### src/rtl/handshake_pkg.sv
// handshake_pkg: constants shared by the forward-registered pipe and the ready-cut buffer
package handshake_pkg;
    localparam int HS_DATA_W_DEFAULT = 8;
    localparam int HS_MAX_STAGES     = 8;
endpackage

### src/rtl/handshake_fwd_stage.sv
// handshake_fwd_stage: one valid/data register pair with combinational pass-through ready
module handshake_fwd_stage
    import handshake_pkg::*;
#(
    parameter int DATA_W = HS_DATA_W_DEFAULT
) (
    input  logic              clk,
    input  logic              reset_n,
    input  logic              flush,
    input  logic              in_valid,
    input  logic [DATA_W-1:0] in_data,
    input  logic              out_ready,
    output logic              out_valid,
    output logic [DATA_W-1:0] out_data,
    output logic              in_ready
);
    assign in_ready = !out_valid | out_ready;
    // Data only loads on a valid source beat so an emptied stage keeps stale payload
    always_ff @(posedge clk or negedge reset_n) begin
        if (!reset_n) begin
            out_valid <= 1'b0;
            out_data  <= '0;
        end else if (flush) begin
            out_valid <= 1'b0;
        end else if (in_ready) begin
            out_valid <= in_valid;
            if (in_valid) out_data <= in_data;
        end
    end
endmodule

### src/rtl/handshake_fwd_pipe.sv
// handshake_fwd_pipe: chain of forward-registered stages; valid/data from flops, ready ripples upstream
module handshake_fwd_pipe
    import handshake_pkg::*;
#(
    parameter int DATA_W = HS_DATA_W_DEFAULT,
    parameter int STAGES = 2,
    parameter int CNT_W  = $clog2(STAGES + 1)
) (
    input  logic              clk,
    input  logic              reset_n,
    input  logic              flush_i,
    input  logic              valid_pre_i,
    output logic              ready_pre_o,
    input  logic [DATA_W-1:0] data_i,
    output logic              valid_post_o,
    input  logic              ready_post_i,
    output logic [DATA_W-1:0] data_o,
    output logic [CNT_W-1:0]  occupancy_o
);
    if (STAGES < 1 || STAGES > HS_MAX_STAGES) begin : g_bad_stages
        $error("handshake_fwd_pipe: STAGES must be 1..%0d", HS_MAX_STAGES);
    end
    logic [STAGES:0] vld;
    logic [STAGES:0] rdy;
    logic [DATA_W-1:0] dat [STAGES+1];
    assign vld[0]       = valid_pre_i;
    assign dat[0]       = data_i;
    assign rdy[STAGES]  = ready_post_i;
    assign ready_pre_o  = rdy[0] & !flush_i;
    assign valid_post_o = vld[STAGES];
    assign data_o       = dat[STAGES];
    for (genvar k = 0; k < STAGES; k++) begin : g_stage
        handshake_fwd_stage #(.DATA_W(DATA_W)) u_stage (
            .clk       (clk),
            .reset_n   (reset_n),
            .flush     (flush_i),
            .in_valid  (vld[k]),
            .in_data   (dat[k]),
            .out_ready (rdy[k+1]),
            .out_valid (vld[k+1]),
            .out_data  (dat[k+1]),
            .in_ready  (rdy[k])
        );
    end
    always_comb begin
        occupancy_o = '0;
        for (int k = 1; k <= STAGES; k++) occupancy_o = occupancy_o + CNT_W'(vld[k]);
    end
endmodule

### config.mk
export PLATFORM = sky130hd
export DESIGN_NAME = handshake_fwd_pipe
export DESIGN_NICKNAME = d
export VERILOG_FILES = /design/src/rtl/handshake_pkg.sv /design/src/rtl/handshake_fwd_stage.sv /design/src/rtl/handshake_fwd_pipe.sv
export SDC_FILE = /design/constraint.sdc
export NUM_CORES = 1
export LEC_CHECK = 0
export CORE_MARGIN = 10
export CORE_UTILIZATION = 25
export DETAILED_ROUTE_END_ITERATION = 10
export GPL_ROUTABILITY_DRIVEN = 0
export SYNTH_ARGS = -nofsm -noshare
export SYNTH_HDL_FRONTEND = slang
export SYNTH_HIERARCHICAL = 1
export SYNTH_SLANG_ARGS = --single-unit
### constraint.sdc
create_clock -name clk -period 1.9 [get_ports clk]
set_input_delay 0.19 -clock clk [delete_from_list [all_inputs] [get_ports clk]]
set_output_delay 0.19 -clock clk [all_outputs]
set_load 0.1 [all_outputs]
==> impl_metrics.ini <==
[timing]
tightest_slew_ps = 636
tns_ps = 0
rsz0062_at_grt = no
timing.final.crit_period_ps = 1640
max_freq_ghz = 0.609
min_period_over_period = 0.864
setup_viol_count_final = 0
slew_viol_final = 0
slew_headroom = 0.575
final_hold_viol_count = 0
skew_ps = 0.427

[synth]
synth_top_area_cell = dfrtp_1
post_synth_num_cell_types = 7
ys_top_cells_by_area = dfrtp_1 (61%), mux2_2 (24%), nor2b_4 (5.5%)
synth.yosys.seq_area_share = 0.605
syn_inst = 46
yosysTopAreaCellShare = 0.605
syn_avg_cell_area_um2 = 16.2
synth_warnings = 6
ys_ff_latch = 18
syn_nets = 60
syn-cell-area_um2 = 744

[power]
p_per_area_nw_per_um2 = 1260
vdd_ir_drop_max_mv = 0.272
power.leakage_nw = 0.467
p_total_w = 0.00137

[clock_tree]
root_buffer = clkbuf_4
path_clk_slew_ps = 90
cts.sinks = 18
clk_latency_ps = 280
cts-resized-gates = 0
cts_buffers = 3
clockBufferDepth = 2
htreeDepth = 1
cts_setup_buffers = 0
holdBufCountCts = 0
cts_tree = built

[placement]
port_buffers = 24
dp_hpwl_mm = 1.25

[global_routing]
grt_max_degree = 16
grt_use_total = 0.0575
grt_pass1_wl_mm = 2.41
overflow = 0
grt_antenna_before_repair = 0
grt_pass1_vias = 490

[route]
first_pass_iters = 2
avgViaCountPerCell = 4.33
vias = 468
wl_mm = 1.53
dr.first_iter.drc_count = 21
drtAntennaViolNets = 0
wl_per_cell_um = 14.2
wl_met1_um = 618
routed.top_layer = met4
dr_wl_met3_um = 189
wl_met2_um = 713
drc_errors = 0

[cells_and_area]
fill_cells = 277
final_net_count = 92
layout-drive-gt1-share = 0.532
register_area_um2 = 452
syn_to_final_growth_pct = 45.5
num_antenna_cells = 0
layout_commonest_cell = dfrtp_1
final_cell_mix = dfrtp_1 (17), mux2_2 (16), buf_4 (12), clkdlybuf4s50_1 (12), nor2_1 (4)
multiInputGateArea_um2 = 289

[critical_path]
path_class = flop to output port
worst_setup_path_start_kind = flop
crit_fanout = 3
cp.arrival_ps = 1450
crit_required_ps = 1710
endpoint_kind = output port

[floorplan]
die_w_um = 74.6
rows = 19
start_util = 0.265
top_level_ports = 25
die_h_um = 74.6
core-area_um2 = 2810
dieArea_um2 = 5560

[status]
status = complete, no violations

[flow_run]
maxCapViolations = 0

[hold_path]
hold_class = input pin to async pin
[metal layers]
metal  vias up  GRT usage
li1        219          -
met1       232     0.0633
met2        15     0.0903
met3         2     0.0306
met4         0     0.0252
met5         -          0
[cells by family after synthesis]
kind of cell               after synthesis  share of synthesized area
DFF                                     18                      0.605
and+or+nand+nor                          9                      0.126
buffers and inverters                    2                     0.0101
adders and majority gates                1                     0.0168
muxes                                   16                      0.242
[final timing paths]
check,from,to,slack [ps],cells after the start
min reg2reg,g_stage[0].u_stage/out_data[3],g_stage[0].u_stage/out_data[3],510,1
max reg2reg,g_stage[1].u_stage/out_valid,g_stage[0].u_stage/out_data[0],390,6
max in group asynchronous,reset_n,g_stage[0].u_stage/out_data[7],1100,2
max,g_stage[1].u_stage/out_valid,ready_pre_o,260,6
min,reset_n,g_stage[0].u_stage/out_valid,290,1
min in group clk,g_stage[0].u_stage/out_data[3],g_stage[0].u_stage/out_data[3],510,1
[report_power, final]
group	internal [W]	switching (W)	leakage (nW)
logic	0.000178	0.000498	0.238
registers	0.000462	0.0000404	0.214
clock network	0.0000814	0.000107	0.0150
total	0.000722	0.000646	0.467
[registers in the layout, indices dropped and copies added, names as in the netlist]
register,flops
g_stage.u_stage/out_data,16
g_stage.u_stage/out_valid,2
[critical path, stage by stage, from the launching register on]
cell and delay [ps]:
dfrtp_2 390, nor2b_4 190, inv_1 80, nor2b_4 150
inv_1 50, nor2b_4 130, buf_12 170
[cell usage after synthesis]
library cell and n:
nor2b_4 3, nor2_1 4, ha_1 1, inv_1 2, mux2_2 16, nor3b_4 2
dfrtp_1 18
[stage by stage]
step | hold WS, ps | instances | setup WS [ps] | cell area [um^2] | utilization
floorplan | -106 | 46 | 138 | 748 | -
global placement | 484 | 104 | 196 | 1060 | 0.377
detailed placement | 496 | 104 | 175 | 1060 | 0.377
CTS | 315 | 108 | 229 | 1080 | 0.386
global route | 346 | 108 | 159 | 1080 | 0.386
finish | 294 | 108 | 259 | 1080 | 0.386
[layout make-up]
class / instances / share of cell area
inverters: 2 / 0.00693
multi-input cells: 26 / 0.267
clock buffers: 4 / 0.0242
repair buffers: 27 / 0.249
well taps: 31 / 0.0358
flip-flops and latches: 18 / 0.417
(Power assumes the default switching activity.)
==> variant, RTL diff (same flow settings) <==
`STAGES`: 2 -> 4.
--- a/src/rtl/handshake_fwd_pipe.sv
+++ b/src/rtl/handshake_fwd_pipe.sv
@@ -4,5 +4,5 @@
 #(
     parameter int DATA_W = HS_DATA_W_DEFAULT,
-    parameter int STAGES = 2,
+    parameter int STAGES = 4,
     parameter int CNT_W  = $clog2(STAGES + 1)
 ) (
Ports: changed (resized occupancy_o); port bits go from 25 to 26. No check against the original RTL was run, so the function may have changed too.
==> variant against the original RTL <==
Worst hold slack better by 0.029 ns; setup slack lost 0.43 ns; die area grew 72%; wire length increased by 92%; final area up 100%; synthesized cell count is 110% higher; area after synthesis rose by 100%; largest cell class unchanged; first-iteration DRC count is 24% higher; critical endpoint is now occupancy_o[1]; total power rose by 97%; core utilization decreased by 1.3 points; sequential cell count grew 18; the run now ends with negative setup slack left.
==> variant: results (changes against the original RTL) <==
| Metric | Value |
|---|---|
| GR Layer Usage met3 | 0.03312 (was 0.03059) |
| Worst reg-to-reg setup slack | 0.05 ns (was 0.39 ns) |
| CP Max Fanout | 2 (was 3) |
| Fin worst setup slack | -0.1759 ns (was 0.2589 ns) |
| Slew @ Worst Pin | 0.4435 ns (was 0.6361 ns) |
| GR Util met1 | 0.07149 (was 0.06332) |
| Metal2 WL | 1428 um (was 713 um) |
| Buffers, non-clock | 42 (was 27) |
| First-pass DRT Iterations | 3 (was 2) |
| Nets | 162 (was 92) |
| Placed Area | 2031 um2 (was 1057 um2) |
| Fin util | 0.3735 (was 0.3863) |
| Reg-to-Reg Start | g_stage[3].u_stage/out_valid (was g_stage[1].u_stage/out_valid) |
| Count of multi-input gates | 52 (was 26) |
| Avg WL per Cell | 13.29 um (was 14.19 um) |
| Gr usage total | 0.06509 (was 0.05746) |
| CTS sink count | 36 (was 18) |
| Clock transition at path regs | 0.07 ns (was 0.09 ns) |
| Worst Setup SP | g_stage[2].u_stage/out_valid (was g_stage[1].u_stage/out_valid) |
| CP peak stage delay | 0.55 ns (was 0.39 ns) |
| Via count | 892 (was 468) |
| Final setup TNS | -0.2508 ns (was 0 ns) |
| Failing checks | negative setup slack |
| # setup viols final | 3 (was 0) |
| Placed cell count | 210 (was 104) |
| # clk buffers | 6 (was 4) |
| Met2 Use GR | 0.1041 (was 0.09030) |
| First-pass GRT wire length | 4974 um (was 2408 um) |
| Multi-input gate area | 634.4 um2 (was 289.0 um2) |
| Top post-synthesis cells by area | dfrtp_1 (60%), mux2_2 (24%), nor3b_4 (5.0%), nor2b_4 (4.5%), inv_1 (2.2%) (was dfrtp_1 (61%), mux2_2 (24%), nor2b_4 (5.5%), nor3b_4 (5.0%), nor2_1 (2.0%)) |
| Signal buf overhead | 0.1929 (was 0.2494) |
| Post-synthesis mux area share | 0.2380 (was 0.2420) |
| Largest net degree at the start of global routing | 37 (was 16) |
| Gates resized, CTS repair | 1 (was 0) |
| Sequential cell area | 904.6 um2 (was 451.7 um2) |
| Placement Setup Slack | -0.02395 ns (was 0.1755 ns) |
| Status | finished, violations left (was finished clean) |
| Cell family with most CP delay | adder cells (was simple AND/OR/NAND/NOR gates) |
| Max IR drop VDD | 0.4799 mV (was 0.2717 mV) |
| Adder-cell share of the synthesized area | 0.02975 (was 0.01681) |
| Sequential area share after synthesis | 0.5950 (was 0.6050) |
| Share of layout cells above drive strength 1 | 0.5918 (was 0.5325) |
| Critical Path End | occupancy_o[1] (was ready_pre_o) |
==> variant: worst min-delay path by stage <==
stage / slack [ns] / depth (start not counted) / endpoint / start
floorplan: -0.11 / 0 / g_stage[0].u_stage/out_data[0] / reset_n
global placement: 0.49 / 1 / g_stage[3].u_stage/out_data[5] / g_stage[2].u_stage/out_data[5]
detailed placement: 0.49 / 1 / g_stage[3].u_stage/out_data[6] / g_stage[2].u_stage/out_data[6]
CTS: 0.33 / 2 / g_stage[3].u_stage/out_valid / reset_n
global route: 0.36 / 2 / g_stage[0].u_stage/out_data[4] / reset_n
finish: 0.32 / 2 / g_stage[3].u_stage/out_valid / reset_n
==> variant: logic make-up (layout without fill, tap and decap cells) <==
| family | count (synthesis) | in the layout |
|---|---|---|
| flops | 36 | 36 |
| mux | 32 | 32 |
| simple gates | 17 | 17 |
| buf+inv | 9 | 59 |
| fa+ha+maj | 3 | 3 |
